<file path="config.mk">
export PLATFORM = sky130hd
export DESIGN_NAME = qpsk_rx_msg_fifo_flat
export DESIGN_NICKNAME = d
export VERILOG_FILES = /design/src/rtl/qpsk_rx_msg_fifo_if.sv /design/src/rtl/qpsk_rx_msg_fifo.sv /design/src/flat_wrapper.sv
export SDC_FILE = /design/constraint.sdc
export NUM_CORES = 1
export LEC_CHECK = 0
export BUFFER_PORTS_ARGS = -buffer_cell sky130_fd_sc_hd__clkbuf_2
export CAP_MARGIN = 20
export CORE_UTILIZATION = 62
export DETAILED_ROUTE_END_ITERATION = 10
export PLACE_DENSITY_LB_ADDON = 0.08
export SETUP_SLACK_MARGIN = 0.3
export SYNTH_ARGS = -nofsm -noshare
export SYNTH_HDL_FRONTEND = slang
export SYNTH_SLANG_ARGS = --single-unit
export TNS_END_PERCENT = 1
</file>
<file path="constraint.sdc">
create_clock -name clk -period 3.45 [get_ports clk]
set_input_delay 0.345 -clock clk [delete_from_list [all_inputs] [get_ports clk]]
set_output_delay 0.345 -clock clk [all_outputs]
set_load 0.01 [all_outputs]
</file>
<file path="src/rtl/qpsk_rx_msg_fifo_if.sv">
// qpsk_rx_msg_fifo_if
//   Groups the two character streams around the receive message FIFO:
//   the demapper write stream (no backpressure) and the consumer read
//   stream (valid/ready with end-of-message flag).
//
//   Signals:
//     data_in        demapped character from the qpsk demapper
//     data_in_valid  data_in is valid this cycle
//     out_data       character at the FIFO head
//     out_eom        head entry is an end-of-message marker
//     out_valid      head entry present
//     out_ready      consumer accepts the head entry
//
//   Modports:
//     slave   the FIFO itself (consumes data_in, drives out_*)
//     master  the surrounding logic (drives data_in, consumes out_*)
interface qpsk_rx_msg_fifo_if;
  logic [7:0] data_in;
  logic       data_in_valid;
  logic [7:0] out_data;
  logic       out_eom;
  logic       out_valid;
  logic       out_ready;

  modport slave (
    input  data_in,
    input  data_in_valid,
    input  out_ready,
    output out_data,
    output out_eom,
    output out_valid
  );

  modport master (
    output data_in,
    output data_in_valid,
    output out_ready,
    input  out_data,
    input  out_eom,
    input  out_valid
  );
endinterface

</file>
<file path="src/rtl/qpsk_rx_msg_fifo.sv">
// qpsk_rx_msg_fifo
//   Byte buffer directly after the qpsk demapper. Printable text bytes
//   (0x01..0x7F) are stored as-is; a terminator (0x00 or 0xFF) that closes
//   an open message is stored as an end-of-message marker {1, 8'h00}.
//   Terminators outside a message are ignored, and 0x80..0xFE bytes are
//   discarded and flagged. The head entry is presented first-word
//   fall-through on a valid/ready interface.
//
//   Ports:
//     clk        system clock, rising edge
//     reset      asynchronous active-low reset
//     bus        qpsk_rx_msg_fifo_if.slave (write and read streams)
//     level      occupied entries, 0..DEPTH
//     full       level == DEPTH
//     empty      level == 0
//     msg_count  complete messages currently stored (saturating)
//     overflow   sticky: a storable byte was dropped while full
//     bad_char   sticky: a byte in 0x80..0xFE was received
module qpsk_rx_msg_fifo #(
  parameter int DEPTH     = 64,
  parameter int ADDR_W    = 6,
  parameter int MSG_CNT_W = 4
) (
  input  logic                 clk,
  input  logic                 reset,
  qpsk_rx_msg_fifo_if.slave    bus,
  output logic [ADDR_W:0]      level,
  output logic                 full,
  output logic                 empty,
  output logic [MSG_CNT_W-1:0] msg_count,
  output logic                 overflow,
  output logic                 bad_char
);

  localparam logic [ADDR_W:0]      FULL_LEVEL = (ADDR_W + 1)'(DEPTH);
  localparam logic [MSG_CNT_W-1:0] CNT_MAX    = '1;

  logic [8:0]        mem [DEPTH];
  logic [ADDR_W-1:0] wr_ptr;
  logic [ADDR_W-1:0] rd_ptr;
  logic              msg_open;

  logic       is_text;
  logic       is_term;
  logic       is_bad;
  logic       storable;
  logic       wr_en;
  logic       wr_drop;
  logic       rd_en;
  logic       wr_eom;
  logic       rd_eom;
  logic [8:0] wr_entry;
  logic [8:0] head;

  assign head          = mem[rd_ptr];
  assign bus.out_data  = head[7:0];
  assign bus.out_eom   = head[8];
  assign bus.out_valid = !empty;
  assign empty         = (level == '0);
  assign full          = (level == FULL_LEVEL);

  // A terminator is only storable while a message is open, so runs of
  // terminators collapse to a single marker. Acceptance looks at full
  // before any same-cycle read.
  always_comb begin
    is_text  = 1'b0;
    is_term  = 1'b0;
    is_bad   = 1'b0;
    wr_entry = {1'b0, bus.data_in};
    if (bus.data_in_valid) begin
      if (bus.data_in == 8'h00 || bus.data_in == 8'hFF) begin
        is_term  = 1'b1;
        wr_entry = {1'b1, 8'h00};
      end else if (bus.data_in[7]) begin
        is_bad = 1'b1;
      end else begin
        is_text = 1'b1;
      end
    end
    storable = is_text || (is_term && msg_open);
    wr_en    = storable && !full;
    wr_drop  = storable && full;
    rd_en    = bus.out_valid && bus.out_ready;
    wr_eom   = wr_en && is_term;
    rd_eom   = rd_en && bus.out_eom;
  end

  // Storage array is not reset; entries beyond level are never observed.
  always_ff @(posedge clk) begin
    if (wr_en) begin
      mem[wr_ptr] <= wr_entry;
    end
  end

  // Pointers and occupancy. Pointers wrap naturally at DEPTH.
  always_ff @(posedge clk or negedge reset) begin
    if (!reset) begin
      wr_ptr <= '0;
      rd_ptr <= '0;
      level  <= '0;
    end else begin
      if (wr_en) begin
        wr_ptr <= wr_ptr + 1'b1;
      end
      if (rd_en) begin
        rd_ptr <= rd_ptr + 1'b1;
      end
      if (wr_en && !rd_en) begin
        level <= level + 1'b1;
      end else if (rd_en && !wr_en) begin
        level <= level - 1'b1;
      end
    end
  end

  // Message tracking. A dropped terminator leaves the message open so the
  // following bytes are still treated as part of it.
  always_ff @(posedge clk or negedge reset) begin
    if (!reset) begin
      msg_open  <= 1'b0;
      msg_count <= '0;
    end else begin
      if (is_text) begin
        msg_open <= 1'b1;
      end else if (wr_eom) begin
        msg_open <= 1'b0;
      end
      if (wr_eom && !rd_eom) begin
        if (msg_count != CNT_MAX) begin
          msg_count <= msg_count + 1'b1;
        end
      end else if (rd_eom && !wr_eom) begin
        if (msg_count != '0) begin
          msg_count <= msg_count - 1'b1;
        end
      end
    end
  end

  // Sticky error flags, cleared only by reset.
  always_ff @(posedge clk or negedge reset) begin
    if (!reset) begin
      overflow <= 1'b0;
      bad_char <= 1'b0;
    end else begin
      if (wr_drop) begin
        overflow <= 1'b1;
      end
      if (is_bad) begin
        bad_char <= 1'b1;
      end
    end
  end

endmodule

</file>
<file path="src/flat_wrapper.sv">
// flat-port wrapper written by rule: the top's interface ports become plain ports
module qpsk_rx_msg_fifo_flat 
#(
  parameter int DEPTH     = 64,
  parameter int ADDR_W    = 6,
  parameter int MSG_CNT_W = 4
)
  (clk, reset, level, full, empty, msg_count, overflow, bad_char, bus_data_in, bus_data_in_valid, bus_out_ready, bus_out_data, bus_out_eom, bus_out_valid);
  qpsk_rx_msg_fifo_if bus_i ();
  input  logic clk;
  input  logic reset;
  output logic [ADDR_W:0] level;
  output logic full;
  output logic empty;
  output logic [MSG_CNT_W-1:0] msg_count;
  output logic overflow;
  output logic bad_char;
  input wire logic [$bits(bus_i.data_in)-1:0] bus_data_in;
  input wire logic [$bits(bus_i.data_in_valid)-1:0] bus_data_in_valid;
  input wire logic [$bits(bus_i.out_ready)-1:0] bus_out_ready;
  output wire logic [$bits(bus_i.out_data)-1:0] bus_out_data;
  output wire logic [$bits(bus_i.out_eom)-1:0] bus_out_eom;
  output wire logic [$bits(bus_i.out_valid)-1:0] bus_out_valid;
  assign bus_i.data_in = bus_data_in;
  assign bus_i.data_in_valid = bus_data_in_valid;
  assign bus_i.out_ready = bus_out_ready;
  assign bus_out_data = bus_i.out_data;
  assign bus_out_eom = bus_i.out_eom;
  assign bus_out_valid = bus_i.out_valid;
  qpsk_rx_msg_fifo #(.DEPTH(DEPTH), .ADDR_W(ADDR_W), .MSG_CNT_W(MSG_CNT_W)) u_core (.clk(clk), .reset(reset), .bus(bus_i), .level(level), .full(full), .empty(empty), .msg_count(msg_count), .overflow(overflow), .bad_char(bad_char));
endmodule
</file>
# Word level (Yosys, flattened, before mapping)
# Memory sizes are Yosys's and may differ from the RTL's.
# Index checks and enable logic that the tools add are counted.
[classes]
n_addsub = 6
n_eq_ne = 4
mux = 20
reduce_logical = 26
[ops]
columns = ["op", "n"]
rows = [
  ["2-to-1 mux 9 bit", 2],
  ["2-to-1 mux 4 bit", 4],
  ["2-to-1 mux 7 bit", 2],
  ["adder 6 x 1 -> 6 bit, second input constant", 2],
  ["2-to-1 mux 1 bit", 12],
  ["logical AND 1 bit", 10],
  ["== test 8 bit, second input constant", 1],
  ["logical NOT 8 bit", 1],
  ["nonzero test 2 bit", 4],
  ["adder 7 x 1 -> 7 bit, second input constant", 1],
  ["== test 7 bit, second input constant", 1],
  ["logical NOT 7 bit", 1],
  ["subtractor 7 x 1 -> 7 bit, second input constant", 1],
  ["logical NOT 1 bit", 6],
  ["adder 4 x 1 -> 4 bit, second input constant", 1],
  ["!= test 4 bit, second input constant", 1],
  ["nonzero test 4 bit", 1],
  ["subtractor 4 x 1 -> 4 bit, second input constant", 1],
  ["AND reduction 3 bit", 1],
  ["logical OR 1 bit", 2],
  ["!= test 2 bit, second input constant", 1],
]
[word_totals]
reg_bits = 26
ramBits = 576
inputBits = 12
out_inout_bits = 25
n_memories = 1
[memory_table]
columns = ["memory", "words", "word_bits", "rd", "rd_clocked_by_memory_dff", "wr", "line_no", "rtl"]
rows = [
  ["u_core.mem", 64, 9, 1, 0, 1, "qpsk_rx_msg_fifo.sv:38", "logic [8:0] mem [DEPTH];"],
]

# Longest topological paths before layout
[logic_depth]
depth_word = 12
depth_mapped = 15
mapped_depth_nobuf = 14

# Worst setup path after synthesis
# OpenSTA, ideal clock, no wires.
[synth_timing]
path_type = "input to register"
start = "input bus_data_in[7]"
end = "memory u_core.mem[0][7] (data pin)"
arrival_ns = 3.090
required_time_ns = 2.951
slack_ns = -0.139
cell_stages = 5
n_path_buf = 0
cell_sequence = "nand4_1 -> nor2_1 -> o21ai_0 -> inv_1 -> nor2_1"
[synth_between]
elab_chain_len = 4
[synth_rtl]
columns = ["element", "line_no", "rtl"]
rows = [
  ["start, declared", "flat_wrapper.sv:18", "input wire logic [$bits(bus_i.data_in)-1:0] bus_data_in;"],
  ["== test 8 bit or logical NOT 8 bit (tied branches)", "qpsk_rx_msg_fifo.sv:71", "if (bus.data_in == 8'h00 || bus.data_in == 8'hFF) begin"],
  ["logical OR 1 bit", "qpsk_rx_msg_fifo.sv:71", ""],
  ["2-to-1 mux 9 bit", "qpsk_rx_msg_fifo.sv:71", ""],
  ["2-to-1 mux 9 bit (*)", "qpsk_rx_msg_fifo.sv:70", "if (bus.data_in_valid) begin"],
  ["via u_core.wr_entry[7]", "qpsk_rx_msg_fifo.sv:52", "logic [8:0] wr_entry;"],
  ["end, declared", "qpsk_rx_msg_fifo.sv:38", ""],
]
# Mark *: on every way through the listed nets, which the timed path passes. The rest lies on a longest branch.

# Worst setup path in the final report
[layout_timing]
start = "register u_core.rd_ptr[0]"
end = "output bus_out_data[2]"
[layout_between]
elab_chain_len = 1
[layout_rtl]
columns = ["element", "line_no", "rtl"]
rows = [
  ["start, declared", "qpsk_rx_msg_fifo.sv:40", "logic [ADDR_W-1:0] rd_ptr;"],
  ["start signal, assigned", "qpsk_rx_msg_fifo.sv:106", "rd_ptr <= rd_ptr + 1'b1;"],
  ["memory read (64 x 9 bit)", "--", ""],
  ["end, declared", "flat_wrapper.sv:21", "output wire logic [$bits(bus_i.out_data)-1:0] bus_out_data;"],
]
# No other way between the ends.

==> results.yml <==
final_layout:
  drive_above_1_share: 0.371
  final_cells: 1798
  final_area_um2: 27700
  layout.nets: 1265
  mostFrequentLayoutCells: "edfxtp_1, mux4_2, buf_4, nor2_1, clkbuf_16"
  mostFrequentLayoutCell: "edfxtp_1"
  synthToLayoutAreaGrowth_pct: 16.7
timing:
  setup_tns_ns: -1.50
  tightest_slew_ns: 0.754
  min_period_ns: 3.65
  finalMaxSlewViolations: 0
  finClkSkew_ns: 0.0207
  max_slew_margin: 0.497
  fin_crit_sh: 1.06
  hold_viol: 0
  timing.fmax_mhz: 274
  layout_setup_ws_ns: -0.201
  grt_setup_unrepaired: "yes"
  finalSetupViolCount: 10
logic_synthesis:
  synth_cells: 1074
  syn_avg_cell_area_um2: 22.1
  synth_top_area_frac: 0.728
  yosysSeqAreaShare: 0.756
  synth-seq-cells: 602
  ys_types: 47
  yosysTopAreaCell: "edfxtp_1"
  synthesis.area_um2: 23700
  synth-async-reset-ratio: 0.0432
  synth_edf_count: 576
  synthFlopType: "edfxtp_1"
  ys_warn_count: 0
  synth_nets: 1098
  ys_top_cells_by_area: "edfxtp_1, mux4_2, dfrtp_1"
clock_network:
  cts_tree: "yes"
  cts-root-buf: "clkbuf_16"
  cts.sink_count: 602
  clock_latency_ns: 0.62
  htree_levels: 2
  numCtsBuffers: 57
  cts_max_path_buffers: 3
  clk_pin_slew_ns: 0.06
drt:
  avgRoutedWirePerCell_um: 29.3
  postRouteAntennaNets: 0
  drc: 0
  vias: 11490
  routed_wirelength_um: 52700
  viasPerCell: 6.39
  firstDrtPassIters: 5
  drt_iter0_drc: 1069
power:
  leakagePower_nw: 9.02
  p_per_area_nw_per_um2: 793
  peakVddDrop_uv: 547
run:
  cap_violations: 0
global_route:
  grt_max_degree: 65
  grt_pass1_wl_um: 76900
  antenna_found_initial: 1
  overflow: 0
  grt_pass1_vias: 11572
  grt_usage: 0.282
place:
  numPortBuffers: 36
  dp_cells: 1674
  placed_area_um2: 25300
  dp_slack_ns: 0.00542
  globalplace.congestion: 0.792
  dp_hpwl_um: 31300
worst_setup_path:
  worst_setup_path_end_kind: "output pin"
  cp_cell_sequence: "buf_12 > buf_12 > buf_8 > buf_6 > mux4_2 > mux4_2 > mux4_2 > clkbuf_2"
  slowest_stage: "mux4_2"
  crit_top_cell: "mux4_2"
  worstPathMaxFanout: 4
  worstSetupStartpointType: "flip-flop"
  rrSetupSlack_ns: -0.03
  cp_top_family: "multiplexers"
  path_buf_inv: 5
  worst-endpoint-arrival_ns: 3.31
  max_stage_delay_ns: 0.54
  worst-setup-path-type: "reg -> out"
  worst_ep_required_time_ns: 3.11
die:
  io-pin-count: 37
  rows: 71
  die_width_um: 198
  start_util: 0.630
  die_h_um: 198
  coreArea_um2: 37700
  die-area_um2: 39100
outcome:
  status: "finished, violations left"
  violations: "negative setup slack"
worst_hold_path:
  min_path_type: "in -> reg"
[power by group]
group / leakage, nW / internal, W / total [W] / switching [W]
clock: 0.925 / 0.00370 / 0.00637 / 0.00267
combinational: 2.64 / 0.00361 / 0.00704 / 0.00343
sequential: 5.46 / 0.00827 / 0.00858 / 0.000311
[cells in the mapped netlist, types with 3 or more instances]
master    instances
ha_1             10
nand4_1           7
mux4_2          185
nand3_1           8
a21oi_1           9
buf_2            20
and2_1            8
inv_1             8
mux2i_1           3
dfrtp_1          26
o21ai_0           9
clkbuf_1         26
buf_1            14
xor2_1            5
nand2_1          16
a21o_1            4
nand3b_1          4
nand4b_1          3
xnor2_1          15
nor2_1           77
edfxtp_1        576
[through the flow]
stage	total power (W)	hold slack [ns]	util
after floorplan	0.0128	0.0494	-
after global placement	0.0150	0.437	0.672
after detailed placement	0.0150	0.430	0.672
after CTS	0.0220	0.0163	0.734
after global routing	0.0227	0.0518	0.736
final	0.0220	0.0351	0.736
[layout make-up]
class	instances	area (µm²)
sequential	602	18000
fill	2158	9960
multi-input combinational	403	5600
timing repair buffer	169	1590
clock buffer	65	1460
tap	511	639
clock inverter	39	427
inverter	8	30.0
antenna	1	2.50
[kinds of logic after synthesis]
family                   after synthesis  share of synthesized area
buffers and inverters                 69                     0.0123
flip-flops                           602                      0.756
XOR/XNOR                              20                    0.00738
adder cells (fa/ha/maj)               12                    0.00696
multiplexers                         191                      0.178
AO/OA/AOI/OAI                         34                    0.00922
AND/OR/NAND/NOR                      146                     0.0301
[per-layer routing]
metal	vias to the layer above	track usage	share of wire	wire, µm
met2	435	0.465	0.51	26800
met4	2	0.0841	0.027	1420
li1	4826	-	-	-
met3	96	0.0455	0.061	3200
met1	6131	0.395	0.40	21300
met5	-	0	0.00025	13
[sequential cells by signal (all words and copies together), names as in the netlist]
register / flops
u_core.overflow: 1
u_core.mem: 576
u_core.msg_open: 1
u_core.level: 7
u_core.msg_count: 4
u_core.bad_char: 1
u_core.wr_ptr: 6
u_core.rd_ptr: 6
[repair_timing]
item | CTS | global route
hold buffers | 1 | 0
cloned | 5 | 1
setup endpoints to repair | 12 | 15
resized for setup | 37 | 11
pin swaps | 4 | 3
endpoints found under the hold margin | 26 | 0
setup buffers | 11 | 1
[path summary, 6_finish.rpt]
path,to,start,cells after the start
worst max-delay path,bus_out_data[2],u_core.rd_ptr[0],8
max in group asynchronous,u_core.rd_ptr[1],reset,2
worst min-delay path,u_core.overflow,bus_data_in_valid,2
worst min register to register,u_core.bad_char,u_core.bad_char,1
min in group asynchronous,u_core.bad_char,reset,2
worst max register to register,u_core.msg_count[2],u_core.rd_ptr[0],12
No activity file was read; power rests on OpenSTA's default activity.
